===== src/rtl/fft_frame_feeder_pkg.sv =====
// Shared types and helpers for the FFT front end and output shuffle.
package fft_frame_feeder_pkg;

   localparam int unsigned FPT_W = 16;
   localparam int unsigned MAX_N = 10;

   typedef logic signed [FPT_W-1:0] fpt;

   // Reverses the low n bits of idx; bits at and above n come out as zero.
   function automatic logic [MAX_N-1:0] bitrev_N(input logic [MAX_N-1:0] idx,
                                                 input int unsigned n);
      logic [MAX_N-1:0] r;
      r = '0;
      for (int unsigned i = 0; i < MAX_N; i++) begin
         if (i < n) r[i] = idx[n-1-i];
      end
      return r;
   endfunction

endpackage


===== src/rtl/fft_frame_feeder_if.sv =====
// Sample-in handshake and serial FFT-out stream of the frame feeder.
interface fft_frame_feeder_if;
   import fft_frame_feeder_pkg::*;

   fpt   in_data;
   logic in_valid;
   logic in_ready;
   fpt   op;
   logic op_valid;
   logic start_op;

   modport master (output in_data, in_valid, input in_ready, op, op_valid, start_op);
   modport slave  (input in_data, in_valid, output in_ready, op, op_valid, start_op);

endinterface


===== src/rtl/fft_pingpong_buf.sv =====
// Two-bank ping-pong frame store: write counter/bank select and per-bank full flags.
module fft_pingpong_buf
   import fft_frame_feeder_pkg::*;
#(
   parameter int unsigned N = 3
) (
   input  logic         clk,
   input  logic         reset,
   input  fpt           wr_data,
   input  logic         wr_en,
   output logic         wr_ready,
   input  logic         rd_bank,
   input  logic [N-1:0] rd_addr,
   input  logic         rd_clr,
   output fpt           rd_data,
   output logic [1:0]   full
);

   fpt           mem [2][2**N];
   logic [1:0]   full_q, full_d;
   logic         wr_bank_q;
   logic [N-1:0] wr_cnt_q;
   logic         wr_fire;
   logic         wr_last;

   assign wr_ready = !reset && !full_q[wr_bank_q];
   assign wr_fire  = wr_en && wr_ready;
   assign wr_last  = &wr_cnt_q;
   assign rd_data  = mem[rd_bank][rd_addr];
   assign full     = full_q;

   // Reader and writer always sit on different banks, so set and clear never collide.
   always_comb begin
      full_d = full_q;
      if (rd_clr) full_d[rd_bank] = 1'b0;
      if (wr_fire && wr_last) full_d[wr_bank_q] = 1'b1;
   end

   always_ff @(posedge clk or posedge reset) begin
      if (reset) begin
         full_q    <= '0;
         wr_bank_q <= 1'b0;
         wr_cnt_q  <= '0;
      end else begin
         full_q <= full_d;
         if (wr_fire) begin
            wr_cnt_q <= wr_cnt_q + 1'b1;
            if (wr_last) wr_bank_q <= ~wr_bank_q;
         end
      end
   end

   always_ff @(posedge clk) begin
      if (wr_fire) mem[wr_bank_q][wr_cnt_q] <= wr_data;
   end

endmodule


===== src/rtl/fft_frame_feeder.sv =====
// Buffers 2^N-sample frames and replays each as a gap-free stream with a start pulse.
// Define FFT_FEEDER_BITREV_EN to emit each frame in bit-reversed index order.
module fft_frame_feeder
   import fft_frame_feeder_pkg::*;
#(
   parameter int unsigned N   = 3,
   parameter int unsigned GAP = 0
) (
   input  logic                clk,
   input  logic                reset,
   fft_frame_feeder_if.slave   bus,
   output logic                busy,
   output logic [15:0]         frames_sent
);

   typedef enum logic [1:0] {StIdle, StStream, StGap} state_e;

   localparam logic [15:0] GapLast = (GAP > 0) ? 16'(GAP - 1) : 16'd0;

   state_e       st_q, st_d;
   logic [N-1:0] rd_cnt_q, rd_cnt_d;
   logic         rd_bank_q, rd_bank_d;
   logic [15:0]  gap_cnt_q, gap_cnt_d;
   logic [15:0]  frames_q, frames_d;
   fpt           op_q, op_d;
   logic         op_valid_q, op_valid_d;
   logic         start_op_q, start_op_d;
   logic         rd_clr;
   logic [N-1:0] rd_addr;
   logic [1:0]   full;
   fpt           rd_data;

   fft_pingpong_buf #(.N(N)) u_buf (
      .clk      (clk),
      .reset    (reset),
      .wr_data  (bus.in_data),
      .wr_en    (bus.in_valid),
      .wr_ready (bus.in_ready),
      .rd_bank  (rd_bank_q),
      .rd_addr  (rd_addr),
      .rd_clr   (rd_clr),
      .rd_data  (rd_data),
      .full     (full)
   );

`ifdef FFT_FEEDER_BITREV_EN
   logic [MAX_N-1:0] rev;
   always_comb begin
      rev     = bitrev_N(MAX_N'(rd_cnt_q), N);
      rd_addr = rev[N-1:0];
   end
`else
   assign rd_addr = rd_cnt_q;
`endif

   always_comb begin
      st_d       = st_q;
      rd_cnt_d   = rd_cnt_q;
      rd_bank_d  = rd_bank_q;
      gap_cnt_d  = gap_cnt_q;
      frames_d   = frames_q;
      op_d       = op_q;
      op_valid_d = 1'b0;
      start_op_d = 1'b0;
      rd_clr     = 1'b0;
      unique case (st_q)
         StIdle: begin
            if (full[rd_bank_q]) begin
               st_d     = StStream;
               rd_cnt_d = '0;
            end
         end
         StStream: begin
            op_d       = rd_data;
            op_valid_d = 1'b1;
            start_op_d = (rd_cnt_q == '0);
            rd_cnt_d   = rd_cnt_q + 1'b1;
            if (&rd_cnt_q) begin
               rd_clr    = 1'b1;
               rd_bank_d = ~rd_bank_q;
               frames_d  = frames_q + 16'd1;
               if (GAP > 0) begin
                  st_d      = StGap;
                  gap_cnt_d = '0;
               end else if (full[~rd_bank_q]) begin
                  st_d = StStream;
               end else begin
                  st_d = StIdle;
               end
            end
         end
         StGap: begin
            gap_cnt_d = gap_cnt_q + 16'd1;
            // Final gap cycle folds in the idle check so the gap is exactly GAP cycles.
            if (gap_cnt_q == GapLast) begin
               st_d     = full[rd_bank_q] ? StStream : StIdle;
               rd_cnt_d = '0;
            end
         end
         default: st_d = StIdle;
      endcase
   end

   always_ff @(posedge clk or posedge reset) begin
      if (reset) begin
         st_q       <= StIdle;
         rd_cnt_q   <= '0;
         rd_bank_q  <= 1'b0;
         gap_cnt_q  <= '0;
         frames_q   <= '0;
         op_q       <= '0;
         op_valid_q <= 1'b0;
         start_op_q <= 1'b0;
      end else begin
         st_q       <= st_d;
         rd_cnt_q   <= rd_cnt_d;
         rd_bank_q  <= rd_bank_d;
         gap_cnt_q  <= gap_cnt_d;
         frames_q   <= frames_d;
         op_q       <= op_d;
         op_valid_q <= op_valid_d;
         start_op_q <= start_op_d;
      end
   end

   assign bus.op       = op_q;
   assign bus.op_valid = op_valid_q;
   assign bus.start_op = start_op_q;
   assign busy         = (st_q != StIdle);
   assign frames_sent  = frames_q;

endmodule

===== src/flat_wrapper.sv =====
// flat-port wrapper written by rule: the top's interface ports become plain ports
module fft_frame_feeder_flat import fft_frame_feeder_pkg::*;
#(
   parameter int unsigned N   = 3,
   parameter int unsigned GAP = 0
)
  (clk, reset, busy, frames_sent, bus_in_data, bus_in_valid, bus_in_ready, bus_op, bus_op_valid, bus_start_op);
  fft_frame_feeder_if bus_i ();
  input  logic clk;
  input  logic reset;
  output logic busy;
  output logic [15:0] frames_sent;
  input wire logic [$bits(bus_i.in_data)-1:0] bus_in_data;
  input wire logic [$bits(bus_i.in_valid)-1:0] bus_in_valid;
  output wire logic [$bits(bus_i.in_ready)-1:0] bus_in_ready;
  output wire logic [$bits(bus_i.op)-1:0] bus_op;
  output wire logic [$bits(bus_i.op_valid)-1:0] bus_op_valid;
  output wire logic [$bits(bus_i.start_op)-1:0] bus_start_op;
  assign bus_i.in_data = bus_in_data;
  assign bus_i.in_valid = bus_in_valid;
  assign bus_in_ready = bus_i.in_ready;
  assign bus_op = bus_i.op;
  assign bus_op_valid = bus_i.op_valid;
  assign bus_start_op = bus_i.start_op;
  fft_frame_feeder #(.N(N), .GAP(GAP)) u_core (.clk(clk), .reset(reset), .bus(bus_i), .busy(busy), .frames_sent(frames_sent));
endmodule

===== config.mk =====
export PLATFORM = sky130hd
export DESIGN_NAME = fft_frame_feeder_flat
export DESIGN_NICKNAME = d
export VERILOG_FILES = /design/src/rtl/fft_frame_feeder_pkg.sv /design/src/rtl/fft_frame_feeder_if.sv /design/src/rtl/fft_pingpong_buf.sv /design/src/rtl/fft_frame_feeder.sv /design/src/flat_wrapper.sv
export SDC_FILE = /design/constraint.sdc
export NUM_CORES = 1
export LEC_CHECK = 0
export BUFFER_PORTS_ARGS = -buffer_cell sky130_fd_sc_hd__buf_2
export CAP_MARGIN = 20
export CORE_MARGIN = 4
export CORE_UTILIZATION = 25
export CTS_CLUSTER_SIZE = 28
export DETAILED_ROUTE_END_ITERATION = 12
export HOLD_SLACK_MARGIN = 0.02
export PLACE_DENSITY = 0.39
export SYNTH_ARGS = -nofsm -noshare
export SYNTH_HDL_FRONTEND = slang
export SYNTH_HIERARCHICAL = 1
export SYNTH_SLANG_ARGS = --single-unit

===== constraint.sdc =====
create_clock -name clk -period 3.4 [get_ports clk]
set_input_delay 0.68 -clock clk [delete_from_list [all_inputs] [get_ports clk]]
set_output_delay 0.68 -clock clk [all_outputs]
set_load 0.02 [all_outputs]

-- Word level (Yosys, flattened, before mapping)
Memories as Yosys holds them, arrays and structs flattened.
Cells that the tools add are included.
- bitwise logic cells: 7
- reductions and logical operators: 19
- equality and inequality tests: 5
- $mul: 0
- $add $sub $neg: 4
- shift-type cells: 0
- mux-type cells: 32
- div/mod/pow operators: 0
- $lt $le $gt $ge: 8
- operators with widths (cell ; count):
    128-bit 2-to-1 mux ; 1
    16-bit binary-select mux with 3-bit select ; 1
    16-bit demux with 3-bit select ; 1
    16-bit 2-to-1 mux ; 3
    16-bit by 1-bit adder with 16-bit output (second input constant) ; 2
    16-bit logical NOT ; 1
    1-bit 2-to-1 mux ; 15
    3-bit AND reduction ; 4
    2-bit 2-to-1 mux ; 5
    3-bit one-hot mux with 3 select lines ; 1
    4-bit >= comparator (second input constant) ; 2
    3-bit inverter with 4-bit output ; 2
    4-bit AND reduction ; 2
    3-bit by 1-bit adder with 3-bit output (second input constant) ; 2
    1-bit logical AND ; 6
    1-bit by 2-bit < comparator with 1-bit output (second input constant) ; 3
    3-bit 2-to-1 mux ; 2
    2-bit by 1-bit != test with 1-bit output (second input constant) ; 3
    2-bit one-hot mux with 3 select lines ; 1
    4-bit by 1-bit < comparator with 1-bit output (second input constant) ; 1
    3-bit logical NOT ; 1
    3-bit nonzero test ; 1
    2-bit AND ; 1
    1-bit demux with 1-bit select ; 2
    9 further kinds ; 12
- output and inout port bits: 36
- word-level logic and storage cells: 87
- bits in latches: 0
- ROM bits: 0
- memories kept: 1
- input bits: 19
- register bits after elaboration: 62
- bits in writable memories: 256
- memories (memory ; depth ; bits a word ; read ports ; clocked after memory_dff ; write ports ; line ; source):
    u_core.u_buf.mem ; 2 ; 128 ; 1 ; 0 ; 1 ; fft_pingpong_buf.sv:19 ; fpt mem [2][2**N];

-- Logic depth before layout (Yosys ltp)
Gate-level depths: netlist of the first run.
- depth in word-level cells: 9
- depth in mapped cells: 6
- gate-level depth less buffers: 6

-- Cells and area by module
Netlist of the first run, hierarchy kept.
- by module, submodules not included (module ; instances ; sequential area each (um2) ; cells each ; area an instance (um2)):
    fft_pingpong_buf ; 1 ; 7837.5 ; 444 ; 9999.6
    fft_frame_feeder ; 1 ; 975.9 ; 130 ; 1652.8

-- Least setup slack after synthesis of the first run
OpenSTA, ideal clock, no wires.
- path type: input-to-reg
- from: input port reset
- to: memory u_core/u_buf/mem[0][112] in the netlist's numbering, enable pin
- stages: 3
- arrival time: 2.703 ns
- path buffers: 0
- slack: 0.266 ns
- required time: 2.969 ns
- library setup time: 0.431 ns
- path through: inv_2 nand4b_1 nor4_1
- cells in the longest elaborated chain, start to end: 5
- ends and longest elaborated chain (element ; line ; source):
    from (decl) ; flat_wrapper.sv:10 ; input logic reset;
    1-bit logical NOT (no line) ; - ;
    1-bit logical AND ; fft_pingpong_buf.sv:26 ; assign wr_ready = !reset && !full_q[wr_bank_q];
    1-bit logical AND ; fft_pingpong_buf.sv:27 ; assign wr_fire = wr_en && wr_ready;
    1-bit 2-to-1 mux ; fft_pingpong_buf.sv:54 ; if (wr_fire) mem[wr_bank_q][wr_cnt_q] <= wr_data;
    128-bit 2-to-1 mux (not written as such) ; fft_pingpong_buf.sv:54 ;
    to (decl) ; fft_pingpong_buf.sv:19 ;
No other way between the ends.

-- Worst setup path after layout of the first run
- from: register u_core.u_buf.wr_bank_q
- to: output port bus_in_ready
- cells in the longest elaborated chain, start to end: 4
- ends and longest elaborated chain (element ; line ; source):
    from (decl) ; fft_pingpong_buf.sv:21 ; logic wr_bank_q;
    from (signal assigned) ; fft_pingpong_buf.sv:48 ; if (wr_last) wr_bank_q <= ~wr_bank_q;
    1-bit 2-to-1 mux (not written as such) (2 in series) ; fft_pingpong_buf.sv:26 ;
    1-bit logical NOT ; fft_pingpong_buf.sv:26 ;
    1-bit logical AND ; fft_pingpong_buf.sv:26 ;
    to (decl) ; flat_wrapper.sv:15 ; output wire logic [$bits(bus_i.in_ready)-1:0] bus_in_ready;
No other way between the ends. The select of a mux whose other input is x is not followed.

==> results of run 1 <==
-- kinds of logic after synthesis --
logic type      after synthesis
mux                          84
flops                       301
fa+ha+maj                     6
compound gates               41
simple gates                 85
xor+xnor                     18
buf+inv                      39
-- flip-flops by register name (all words and copies together) (netlist names) --
register / flops
u_core/bus.op: 16
u_core/bus.op_valid: 1
u_core/bus.start_op: 1
u_core/frames_sent: 16
u_core/rd_addr: 3
u_core/rd_bank_q: 1
u_core/st_q: 1
u_core/u_buf/full: 2
u_core/u_buf/mem: 256
u_core/u_buf/wr_bank_q: 1
u_core/u_buf/wr_cnt_q: 3
-- synth_stat cells --
cell | instances | area share
clkbuf_1 | 12 | 0.0039
nand3b_1 | 2 | 0.0013
inv_1 | 8 | 0.0026
o21ai_0 | 7 | 0.0030
xnor2_1 | 14 | 0.011
o211ai_1 | 1 | 0.00064
mux2_2 | 18 | 0.017
xor2_1 | 3 | 0.0023
xor2_2 | 1 | 0.0014
mux2i_1 | 2 | 0.0017
nor2b_1 | 2 | 0.0011
ha_1 | 6 | 0.0064
and3_1 | 2 | 0.0011
buf_2 | 8 | 0.0034
nand4b_1 | 1 | 0.00075
a22oi_1 | 32 | 0.021
nand2_1 | 31 | 0.010
nand4_1 | 9 | 0.0048
nor4_1 | 4 | 0.0021
buf_4 | 2 | 0.0013
nand2b_1 | 1 | 0.00054
nor3_1 | 13 | 0.0056
and2_1 | 5 | 0.0027
nand3_1 | 6 | 0.0026
nor2_1 | 4 | 0.0013
buf_6 | 5 | 0.0048
and3_4 | 1 | 0.00097
a32o_1 | 1 | 0.00086
inv_2 | 1 | 0.00032
and4_1 | 4 | 0.0030
buf_1 | 3 | 0.00097
edfxtp_1 | 256 | 0.66
dfrtp_1 | 45 | 0.097
mux4_2 | 64 | 0.12
-- layer usage --
metal | share of wire | vias to the layer above | track usage
met3 | 0.055 | 40 | 0.0254
met5 | 0 | - | 0
li1 | - | 2517 | -
met1 | 0.43 | 3079 | 0.161
met2 | 0.49 | 166 | 0.203
met4 | 0.019 | 0 | 0.0302
-- per-stage QoR --
step | hold slack (ns) | setup WS, ns | instances
after floorplan | 0.462 | 0.266 | 574
after global placement | 0.465 | 0.885 | 1222
after detailed placement | 0.476 | 0.803 | 1222
after CTS | 0.0921 | 0.579 | 1287
after global routing | 0.112 | 0.418 | 1287
final | 0.122 | 0.573 | 1289
-- report_power, final --
group          internal [mW]  switching, mW  leakage, nW
clock                   2.20           1.46        0.554
combinational           1.23           1.75         1.29
sequential              4.34          0.262         2.87
total                   7.77           3.47         4.71
-- worst max-delay path, stage by stage, from the launching register on --
cell and delay [ns]:
dfrtp_1 0.62, mux2i_1 0.50, and2_1 0.31, buf_2 0.20
-- layout by cell type (no fill, tap or decap), types with 3 or more instances in the layout --
master	n
edfxtp_1	256
inv_1	7
buf_12	3
nor2_1	4
clkinv_2	8
clkinvlp_4	3
clkbuf_16	37
nor4_2	4
ha_1	6
a22oi_1	32
o21ai_0	7
xnor2_1	14
and2_1	5
nand2_1	31
nand3_1	6
mux4_2	64
xor2_1	3
nor3_2	12
clkbuf_1	8
mux2_2	18
dfrtp_1	43
and4_1	4
buf_4	21
buf_2	54
nand4_1	9
clkinv_1	3
-- layout make-up --
cell class / count / share of cell area
diodes: 2 / 0.000359
clock buffers: 47 / 0.0705
clock inverters: 18 / 0.0109
inverters: 9 / 0.00242
multi-input cells: 234 / 0.195
flip-flops and latches: 301 / 0.632
well taps: 600 / 0.0538
repair buffers: 78 / 0.0350
-- worst max-delay path by stage --
stage,from,to,slack (ns),cells past startpoint
after floorplan,reset,u_core/u_buf/mem[0][112]$_DFFE_PP_,0.27,3
after global routing,u_core/u_buf/wr_bank_q$_DFFE_PP0P_,bus_in_ready,0.42,3
after global placement,u_core/u_buf/wr_bank_q$_DFFE_PP0P_,u_core/u_buf/mem[0][52]$_DFFE_PP_,0.88,4
after detailed placement,u_core/u_buf/wr_bank_q$_DFFE_PP0P_,u_core/u_buf/mem[0][52]$_DFFE_PP_,0.80,4
after CTS,u_core/u_buf/wr_bank_q$_DFFE_PP0P_,bus_in_ready,0.58,3
final,u_core/u_buf/wr_bank_q$_DFFE_PP0P_,bus_in_ready,0.57,3
==> flow_summary.json, run 1 <==
{
  "status": "complete, no violations",
  "first_iter_violations": 367,
  "yosys_warnings": 6,
  "n_fill_cell": 4425,
  "ant_nets": 0,
  "fin_skew_ns": 0.0275,
  "design_area_um2": 14000,
  "timing.fmax_ghz": 0.354,
  "critPathMaxFanout": 11,
  "slew_headroom": 0.406,
  "cts.clk_slew.worst_paths_ns": 0.06,
  "hold_viol": 0,
  "r2r_slack_ns": 0.76,
  "grt_pass1_wl_um": 43500,
  "drv_slew": 0,
  "synth-compound-area-share": 0.0251,
  "synth-seq-cells": 301,
  "required_ns": 2.72,
  "hold_path_class": "in -> async",
  "seqCellArea_um2": 8820,
  "ys_types": 34,
  "leakage_nw": 4.71,
  "finalCritPeriodShare": 0.832,
  "ctsLongestPathBuffers": 3,
  "htreeDepth": 2,
  "cts_hold_buf": 0,
  "drt_pass1_iterations": 5,
  "placed_area_um2": 12800,
  "cap_violations": 0,
  "finalPower_mw": 11.2,
  "powerDensity_nw_per_um2": 806,
  "synth_top_family_by_area": "multiplexers",
  "syn2layout_area_growth_pct": 19.7,
  "synth_nets": 599,
  "die_width_um": 224,
  "avgSynthCellArea_um2": 20.3,
  "timing.rr.start": "u_core/u_buf/wr_bank_q$_DFFE_PP0P_",
  "die-height_um": 224,
  "clock-sinks": 301,
  "drc": 0,
  "start_util": 0.255,
  "yosys.area_share.xor_xnor": 0.0142,
  "io_pins": 55,
  "grt_pass1_vias": 6095,
  "post_cts_buffers": 0,
  "timing.rr.end": "u_core/u_buf/mem[0][17]$_DFFE_PP_",
  "clk-insertion-delay-late_ns": 0.53,
  "multi_input_area_um2": 2720,
  "period_minus_slack_ns": 2.83,
  "grt_antenna_before_repair": 1,
  "ys_seq_area_frac": 0.756,
  "clock-root-buffer": "clkbuf_16",
  "wire_per_inst_um": 23.6,
  "setup_viol": 0,
  "drive_above_1_share": 0.344,
  "cts_tree": "built",
  "post-route-util": 0.305,
  "synth_cells": 574,
  "dieArea_um2": 50100,
  "portBuffers": 54,
  "grt_max_degree": 71,
  "crit_type": "reg -> out",
  "synth_adder_area_share": 0.00644,
  "syn_area_um2": 11700,
  "cts_resized": 0,
  "critPathCaptureType": "primary output",
  "grt_overflow": 0,
  "ir_drop_uv": 831,
  "cp.arrival_ns": 2.15,
  "wirelength_um": 30500,
  "synthSimpleGateAreaFrac": 0.0378,
  "core_um2": 45800,
  "rr_worst_depth": 4,
  "dpl.hpwl_um": 18800,
  "synthMuxAreaShare": 0.143,
  "fin_setup_tns_ns": 0,
  "cp-start-kind": "register",
  "worst_pin_slew_ns": 0.890,
  "vias": 5802,
  "rows": 78,
  "nNetsFinal": 685,
  "cts_made_buffers": 36,
  "rsz0062_at_grt": "false",
  "vias_per_cell": 4.50,
  "gp_congestion": 0.761,
  "groute.usage.overall": 0.121
}
Note: power is estimated with default switching activity, not from simulation.
==> inputs of run 2 (changes only) <==
PLACE_DENSITY = 0.41   (was 0.39)
clock period = 2.49 ns   (was 3.4 ns; I/O delays follow)
==> flow_summary.json, run 2 (synthesized netlist as in run 1, its figures left out) <==
{
  "leakage_nw": 4.83,
  "grt_overflow": 0,
  "dieArea_um2": 50100,
  "critPathCaptureType": "primary output",
  "hold_path_class": "in -> reg",
  "wire_per_inst_um": 22.5,
  "required_ns": 1.99,
  "io_pins": 55,
  "drt_pass1_iterations": 5,
  "period_minus_slack_ns": 2.25,
  "wirelength_um": 29600,
  "ir_drop_uv": 529,
  "nNetsFinal": 712,
  "crit_path_cell_trace": "mux2i_1 > and2_1 > buf_2",
  "dpl.hpwl_um": 18300,
  "drc": 0,
  "status": "complete, no violations",
  "cap_violations": 0,
  "cp-start-kind": "register",
  "portBuffers": 54,
  "finalCritPeriodShare": 0.904,
  "gp_congestion": 0.730,
  "grt_pass1_vias": 6295,
  "die_width_um": 224,
  "cts.clk_slew.worst_paths_ns": 0.06,
  "vias": 6002,
  "powerDensity_nw_per_um2": 1070,
  "groute.usage.overall": 0.118,
  "cts_made_buffers": 35,
  "rows": 78,
  "setup_viol": 0,
  "critPathMaxFanout": 6,
  "grt_antenna_before_repair": 1,
  "critPathTopFamily": "flip-flops",
  "htreeDepth": 2,
  "final_common_cell": "edfxtp_1",
  "slew_headroom": 0.257,
  "ant_nets": 0,
  "hold_viol": 0,
  "cp_num_buf_inv": 1,
  "cpPeakStageDelay_ns": 0.42,
  "whs_ns": 0.303,
  "post_cts_buffers": 0,
  "fin_skew_ns": 0.0196,
  "final_cell_mix": "edfxtp_1, mux4_2, buf_2",
  "clock-sinks": 301,
  "crit_type": "reg -> out",
  "grt_pass1_wl_um": 43500,
  "cp.arrival_ns": 1.75,
  "timing.fmax_ghz": 0.444,
  "drive_above_1_share": 0.358,
  "syn2layout_area_growth_pct": 21.2,
  "core_um2": 45800,
  "clk-insertion-delay-late_ns": 0.52,
  "ctsLongestPathBuffers": 3,
  "regMostFlops": "u_core/u_buf/mem",
  "drv_slew": 0,
  "fin_setup_tns_ns": 0,
  "vias_per_cell": 4.57,
  "cp_slowest_cell": "dfrtp_1",
  "largest_reg_flops": 256,
  "clock-root-buffer": "clkbuf_16",
  "cts_hold_buf": 1,
  "cts_resized": 0,
  "cts_tree": "built",
  "grt_max_degree": 57,
  "start_util": 0.255,
  "die-height_um": 224,
  "rsz0062_at_grt": "false",
  "first_iter_violations": 404,
  "worst_pin_slew_ns": 1.11
}
-- run 2: worst min-delay path: stages --
cell and delay [ns]:
buf_2 0.14, nand4_1 0.07, o21ai_0 0.07
-- run 2: path summary, 6_finish.rpt --
| kind | from | to | slack, ns | cells past startpoint |
|---|---|---|---|---|
| worst min register to register | u_core/frames_sent[14]$_DFFE_PP0P_ | u_core/frames_sent[14]$_DFFE_PP0P_ | 0.50 | 1 |
| max in group asynchronous | reset | u_core/bus.op[11]$_DFFE_PP0P_ | 1.30 | 4 |
| worst max register to register | u_core/rd_bank_q$_DFFE_PP0P_ | u_core/bus.op[15]$_DFFE_PP0P_ | 0.24 | 5 |
| min in group asynchronous | reset | u_core/u_buf/full[0]$_DFF_PP0_ | 0.47 | 3 |
| worst min-delay path | bus_in_valid | u_core/u_buf/full[0]$_DFF_PP0_ | 0.30 | 3 |
| worst max-delay path | u_core/u_buf/full[1]$_DFF_PP0_ | bus_in_ready | 0.24 | 3 |
-- run 2: area by class of cell --
class / instances / area [um2]
multi-input cells: 234 / 2720
clock inverters: 15 / 138
inverters: 9 / 33.8
diodes: 1 / 2.50
well taps: 600 / 751
repair buffers: 106 / 713
clock buffers: 48 / 946
fillers: 4451 / 31600
flip-flops and latches: 301 / 8820
-- run 2: stage by stage --
step                worst slack [ns]   util  area [um2]  cells  total power [mW]
finish                         0.240  0.309       14100   1314              15.1
global route                   0.117  0.309       14100   1313              15.9
CTS                            0.224  0.309       14100   1313              15.4
detailed placement             0.243  0.285       13000   1249              10.5
global placement               0.270  0.285       13000   1249              10.4
floorplan                     -0.533      -       11700    574              8.95
-- run 2: layer usage --
metal	up-vias	wire [um]	GRT usage	part of all wire
li1	2571	-	-	-
met1	3222	13400	0.163	0.45
met2	165	14200	0.191	0.48
met3	44	1450	0.0244	0.049
met4	0	579	0.0300	0.020
met5	-	0	0	0
-- run 2: power by group --
group / leakage, nW / internal (mW) / switching (mW)
Sequential: 2.87 / 5.93 / 0.368
Clock: 0.529 / 2.88 / 1.95
Combinational: 1.44 / 1.79 / 2.22
Total: 4.83 / 10.6 / 4.54
